$ cat src/rtl/branch_target_predictor.sv
// Direct-mapped branch target buffer with 2-bit saturating direction counters.
// Lookup is combinational for IF; training happens on EXE-resolved control flow.
module branch_target_predictor #(
    parameter int INDEX_BITS = 4,
    parameter int TAG_BITS   = 10
) (
    input  logic        clk,
    input  logic        rst,
    input  logic [63:0] pc_if,
    output logic        jump_if,
    output logic [63:0] pc_target_if,
    input  logic        upd_valid,
    input  logic        upd_is_cf,
    input  logic        upd_taken,
    input  logic [63:0] upd_pc,
    input  logic [63:0] upd_target,
    input  logic        mispredict,
    output logic [31:0] mispredict_cnt
);
    localparam int ENTRIES = 1 << INDEX_BITS;
    localparam int TAG_LSB = INDEX_BITS + 2;
    localparam int TAG_MSB = INDEX_BITS + TAG_BITS + 1;

    logic                valid_q  [ENTRIES];
    logic                valid_d  [ENTRIES];
    logic [TAG_BITS-1:0] tag_q    [ENTRIES];
    logic [TAG_BITS-1:0] tag_d    [ENTRIES];
    logic [63:0]         target_q [ENTRIES];
    logic [63:0]         target_d [ENTRIES];
    logic [1:0]          ctr_q    [ENTRIES];
    logic [1:0]          ctr_d    [ENTRIES];
    logic [31:0]         cnt_q;
    logic [31:0]         cnt_d;

    logic [INDEX_BITS-1:0] lk_idx;
    logic [INDEX_BITS-1:0] up_idx;
    logic [TAG_BITS-1:0]   lk_tag;
    logic [TAG_BITS-1:0]   up_tag;
    logic                  lk_hit;
    logic                  up_hit;
    logic                  up_en;
    logic [ENTRIES-1:0]    entry_we;
    logic                  unused_pc_bits;

    assign lk_idx = pc_if[INDEX_BITS+1:2];
    assign lk_tag = pc_if[TAG_MSB:TAG_LSB];
    assign up_idx = upd_pc[INDEX_BITS+1:2];
    assign up_tag = upd_pc[TAG_MSB:TAG_LSB];
    assign up_en  = upd_valid && upd_is_cf;

    // Bits outside the index/tag fields never participate in matching.
    assign unused_pc_bits = ^{pc_if[63:TAG_MSB+1], pc_if[1:0],
                              upd_pc[63:TAG_MSB+1], upd_pc[1:0]};

    // Lookup reads the registered table, so a same-cycle update is not visible yet.
    always_comb begin
        lk_hit       = valid_q[lk_idx] && (tag_q[lk_idx] == lk_tag);
        jump_if      = lk_hit && ctr_q[lk_idx][1];
        pc_target_if = jump_if ? target_q[lk_idx] : 64'd0;
        up_hit       = valid_q[up_idx] && (tag_q[up_idx] == up_tag);
    end

    genvar gi;
    generate
        for (gi = 0; gi < ENTRIES; gi++) begin : g_we
            assign entry_we[gi] = up_en && (up_idx == INDEX_BITS'(gi));
        end
    endgenerate

    always_comb begin
        for (int i = 0; i < ENTRIES; i++) begin
            valid_d[i]  = valid_q[i];
            tag_d[i]    = tag_q[i];
            target_d[i] = target_q[i];
            ctr_d[i]    = ctr_q[i];
            if (entry_we[i]) begin
                if (up_hit) begin
                    if (upd_taken) begin
                        if (ctr_q[i] != 2'b11) ctr_d[i] = ctr_q[i] + 2'd1;
                        target_d[i] = upd_target;
                    end else if (ctr_q[i] != 2'b00) begin
                        ctr_d[i] = ctr_q[i] - 2'd1;
                    end
                end else if (upd_taken) begin
                    // Miss-taken replaces whatever aliased entry lived here.
                    valid_d[i]  = 1'b1;
                    tag_d[i]    = up_tag;
                    target_d[i] = upd_target;
                    ctr_d[i]    = 2'b10;
                end
            end
        end
    end

    always_comb begin
        cnt_d = cnt_q;
        if (mispredict && upd_valid && (cnt_q != 32'hFFFF_FFFF)) cnt_d = cnt_q + 32'd1;
    end

    always_ff @(posedge clk) begin
        if (rst) begin
            for (int i = 0; i < ENTRIES; i++) begin
                valid_q[i]  <= 1'b0;
                tag_q[i]    <= '0;
                target_q[i] <= '0;
                ctr_q[i]    <= 2'b01;
            end
            cnt_q <= '0;
        end else begin
            for (int i = 0; i < ENTRIES; i++) begin
                valid_q[i]  <= valid_d[i];
                tag_q[i]    <= tag_d[i];
                target_q[i] <= target_d[i];
                ctr_q[i]    <= ctr_d[i];
            end
            cnt_q <= cnt_d;
        end
    end

    assign mispredict_cnt = cnt_q;
endmodule

$ cat config.mk
export PLATFORM = sky130hd
export DESIGN_NAME = branch_target_predictor
export DESIGN_NICKNAME = d
export VERILOG_FILES = /design/src/rtl/branch_target_predictor.sv
export SDC_FILE = /design/constraint.sdc
export NUM_CORES = 2
export LEC_CHECK = 0
export CAP_MARGIN = 20
export CORE_ASPECT_RATIO = 1.4
export CORE_MARGIN = 4
export CORE_UTILIZATION = 50
export CTS_BUF_LIST = sky130_fd_sc_hd__clkbuf_8
export CTS_CLUSTER_SIZE = 12
export DETAILED_ROUTE_END_ITERATION = 6
export PLACE_DENSITY = 0.72
export SLEW_MARGIN = 20
export SYNTH_ARGS = -nofsm -noshare
export SYNTH_HDL_FRONTEND = slang
export SYNTH_SLANG_ARGS = --single-unit
$ cat constraint.sdc
create_clock -name clk -period 23.1 [get_ports clk]
set_clock_uncertainty 0.15 [all_clocks]
set_input_delay 4.62 -clock clk [delete_from_list [all_inputs] [get_ports clk]]
set_output_delay 4.62 -clock clk [all_outputs]
set_load 0.01 [all_outputs]
==> flow_metrics.py <==
metrics = {
    "outcome": {
        "run_status": "completed",
    },
    "floorplanning": {
        "num_rows": 143,
        "pin_count": 295,
        "die_x_um": 287.0,
        "start_util_pct": 50.26,
        "die_h_um": 398.6,
        "die_area_mm2": 0.1144,
        "coreArea_mm2": 0.1084,
    },
    "synth": {
        "syn_avg_cell_area_um2": 15.73,
        "synth_top_area_share_pct": 65.63,
        "async_flop_share_pct": 0,
        "ys.flop_type": "edfxtp_1",
        "synth_edf_count": 1191,
        "synthCells": 3464,
        "ys_ff_latch": 1264,
        "yosys_warnings": 0,
        "synthTopCellsByArea": "edfxtp_1 (66%), mux4_2 (17%), nor2_1 (5.6%)",
        "ys_seq_area_share_pct": 68.31,
        "syn_nets": 3663,
        "netlist_area_mm2": 0.05450,
        "ys_types": 55,
        "synth_top_area_cell": "edfxtp_1",
    },
    "final_layout": {
        "layout-drive-gt1-share_pct": 19.60,
        "fin_nets": 3800,
        "fill_cells": 8549,
        "area_growth_pct": 12.48,
        "fin_cells": 5207,
    },
    "run": {
        "drv_cap": 0,
    },
    "sta": {
        "max_freq_mhz": 69.67,
        "fin_tns_setup_ps": 0,
        "hold_viol_final": 0,
        "slew_viol_final": 0,
        "period_share_pct": 62.13,
        "rsz0062_at_grt": "no",
        "period_minus_slack_ps": 14350,
        "tightest_slew_ps": 1224,
        "finalSetupViolCount": 0,
        "relSlewSlack_pct": 18.43,
    },
    "setup_path": {
        "worst_setup_path_end_kind": "primary output",
        "crit_buf_inv": 4,
        "slowest_stage": "nor4_1",
        "reg2regPathDepth": 8,
        "cp_max_fo": 76,
        "timing.rr.start": "tag_q[3][7]$_SDFFCE_PN0P_",
        "worstPathArrival_ps": 9580,
        "startpoint_type": "primary input",
        "path_cells": "buf_8 -> mux4_2 -> mux4_2 -> xnor2_1 -> nand4_1 -> nor4_1 -> nand4_1 -> buf_4 -> buf_4 -> nor2b_1 -> clkdlybuf4s50_1",
        "cp_num_cells": 11,
        "path_delay_family": "buffers and inverters",
        "crit_path_max_incr_delay_ps": 730,
        "startpoint": "pc_if[2]",
        "critPathKind": "primary input to primary output",
        "crit_required_ps": 18330,
    },
    "grt": {
        "grt_max_degree": 142,
        "grt_pass1_vias": 32780,
        "grt-ovfl-total": 0,
        "grt_pass1_wl_um": 211500,
        "antenna_found_initial": 2,
        "grt_usage_pct": 25.35,
    },
    "cts": {
        "cts_setup_buffers": 0,
        "cts_tree": "built",
        "cts.clk_slew.worst_paths_ps": 70,
        "root_buffer": "clkbuf_8",
        "cts_buffers": 183,
        "cts_hold_buf": 0,
        "cts_htree_levels": 4,
        "clkSinkCount": 1264,
        "clockBufferDepth": 3,
        "clk_latency_ps": 890,
        "cts_resized": 0,
    },
    "power": {
        "leakage_nw": 20.45,
        "ir_drop_v": 0.00005247,
        "finalPower_mw": 4.804,
        "power_density_mw_per_mm2": 78.38,
    },
    "placement": {
        "place_hpwl_um": 74380,
        "place_congestion": 0.8116,
        "io_buffers": 194,
        "dp_cells": 4862,
    },
    "hold_path": {
        "hp-start": "valid_q[4]$_DFF_P_",
        "worstHoldPathType": "flip-flop to flip-flop",
        "min_path_cells": 2,
    },
    "routing": {
        "route.vias.total": 31940,
        "drt_wl_total_um": 144100,
        "drtIter0Drc": 3987,
        "wl_per_cell_um": 27.67,
        "drcViolationCount": 0,
        "detail_route.vias_per_cell": 6.134,
        "drtPass1Iterations": 5,
        "drtAntennaViolNets": 0,
    },
}
## flip-flops by register name, summed over array words and instances, names as in the netlist
register,cells
mispredict_cnt,32
tag_q,160
target_q,1024
ctr_q,32
valid_q,16
## layout make-up
cell class              instances  area, µm²  share of cell area, %
diodes                          2      5.005               0.008165
well taps                    1450       1814                  2.960
flip-flops and latches       1264      37230                  60.73
inverters                      80      305.3                 0.4980
clock inverters               146      832.0                  1.357
repair buffers                247       2417                  3.944
multi-input cells            1825      16040                  26.17
clock buffers                 193       2656                  4.333
## cells by family (layout without fill, tap and decap cells)
group                    count (synthesis)  in the layout  synth area share (%)
AO/OA/AOI/OAI                          184            184                 2.071
XOR/XNOR                                49             49                0.7875
adder cells (fa/ha/maj)                  1              1               0.02296
buffers and inverters                  375            666                 2.757
flip-flops                            1264           1264                 68.31
multiplexers                           441            441                 17.41
other                                    0              2                     0
AND/OR/NAND/NOR                       1150           1150                 8.639
## where the power goes
| part | internal, mW | total [mW] | switching (mW) | leakage, nW |
|---|---|---|---|---|
| clock network | 0.856 | 1.71 | 0.855 | 2.02 |
| logic | 0.177 | 0.404 | 0.227 | 6.45 |
| registers | 2.65 | 2.69 | 0.0400 | 12.0 |
| total | 3.68 | 4.80 | 1.12 | 20.5 |
## layer usage
metal	vias to the layer above	track usage, %	wire (µm)
met2	1886	43.43	73870
met3	318	5.009	14110
met5	-	0	13
met1	16410	32.76	51530
li1	13330	-	-
met4	2	8.403	4562
## worst reg2reg max path, cell delays in order (launching register included)
cell      delay [ps]
edfxtp_1         380
mux4_2           490
mux2i_1          220
xnor2_1          240
nor4_1           100
a41o_1           320
nand3_2           80
buf_4            590
o21a_1           940
## worst paths after layout
kind	end	slack (ps)
worst max register to register	tag_q[10][4]$_DFFE_PP_	19200
worst min register to register	valid_q[4]$_DFF_P_	340
worst min-delay path	valid_q[4]$_DFF_P_	340
worst max-delay path	pc_target_if[4]	8750
## placed cells by master, fill, tap and decap left out, types with 4 or more instances in the layout
cell type / Yosys / final
nand2_4: 0 / 10
nor3_1: 21 / 21
nand2_1: 163 / 153
mux2i_1: 29 / 29
o21ai_1: 9 / 9
mux2_2: 7 / 7
and4_1: 6 / 6
nand3_1: 29 / 18
xnor2_1: 16 / 16
edfxtp_1: 1191 / 1191
nor2b_1: 69 / 69
nor2_1: 814 / 814
clkinv_2: 0 / 18
o21ai_0: 62 / 56
or2_2: 4 / 4
nand4_1: 18 / 18
o211ai_1: 25 / 25
a21oi_1: 38 / 38
a211oi_1: 8 / 8
clkinv_1: 1 / 48
inv_1: 78 / 141
o21a_1: 6 / 6
mux4_2: 405 / 405
xor2_1: 33 / 33
o22ai_1: 5 / 5
buf_2: 58 / 4
or4_1: 4 / 4
buf_4: 4 / 47
a21o_1: 11 / 11
bufinv_16: 0 / 7
clkdlybuf4s50_1: 0 / 186
o21ai_4: 0 / 6
clkbuf_8: 0 / 193
and3_1: 8 / 8
dfxtp_1: 73 / 73
and2_1: 5 / 5
nand3_4: 0 / 10
## metrics by stage
stage / instance area, µm² / hold slack (ps) / utilization [%] / worst slack [ps]
2_1_floorplan: 54500 / 301.4 / - / 11250
6_report: 61300 / 344.0 / 56.53 / 8747
3_3_place_gp: 57710 / 322.7 / 53.23 / 8731
4_1_cts: 61200 / 345.4 / 56.44 / 8694
5_1_grt: 61300 / 371.0 / 56.53 / 8463
3_5_place_dp: 57710 / 329.7 / 53.23 / 8693
## Yosys cell counts, types with 9 or more instances
library cell  count
o21ai_0          62
o211ai_1         25
nor2b_1          69
clkbuf_1        203
xor2_1           33
nor2_1          814
buf_2            58
o21ai_1           9
xnor2_1          16
a21oi_1          38
nand3_1          29
dfxtp_1          73
nor3_1           21
buf_1            29
nand4_1          18
mux4_2          405
inv_1            78
a21o_1           11
nand2_1         163
edfxtp_1       1191
mux2i_1          29
(Power assumes the default switching activity.)
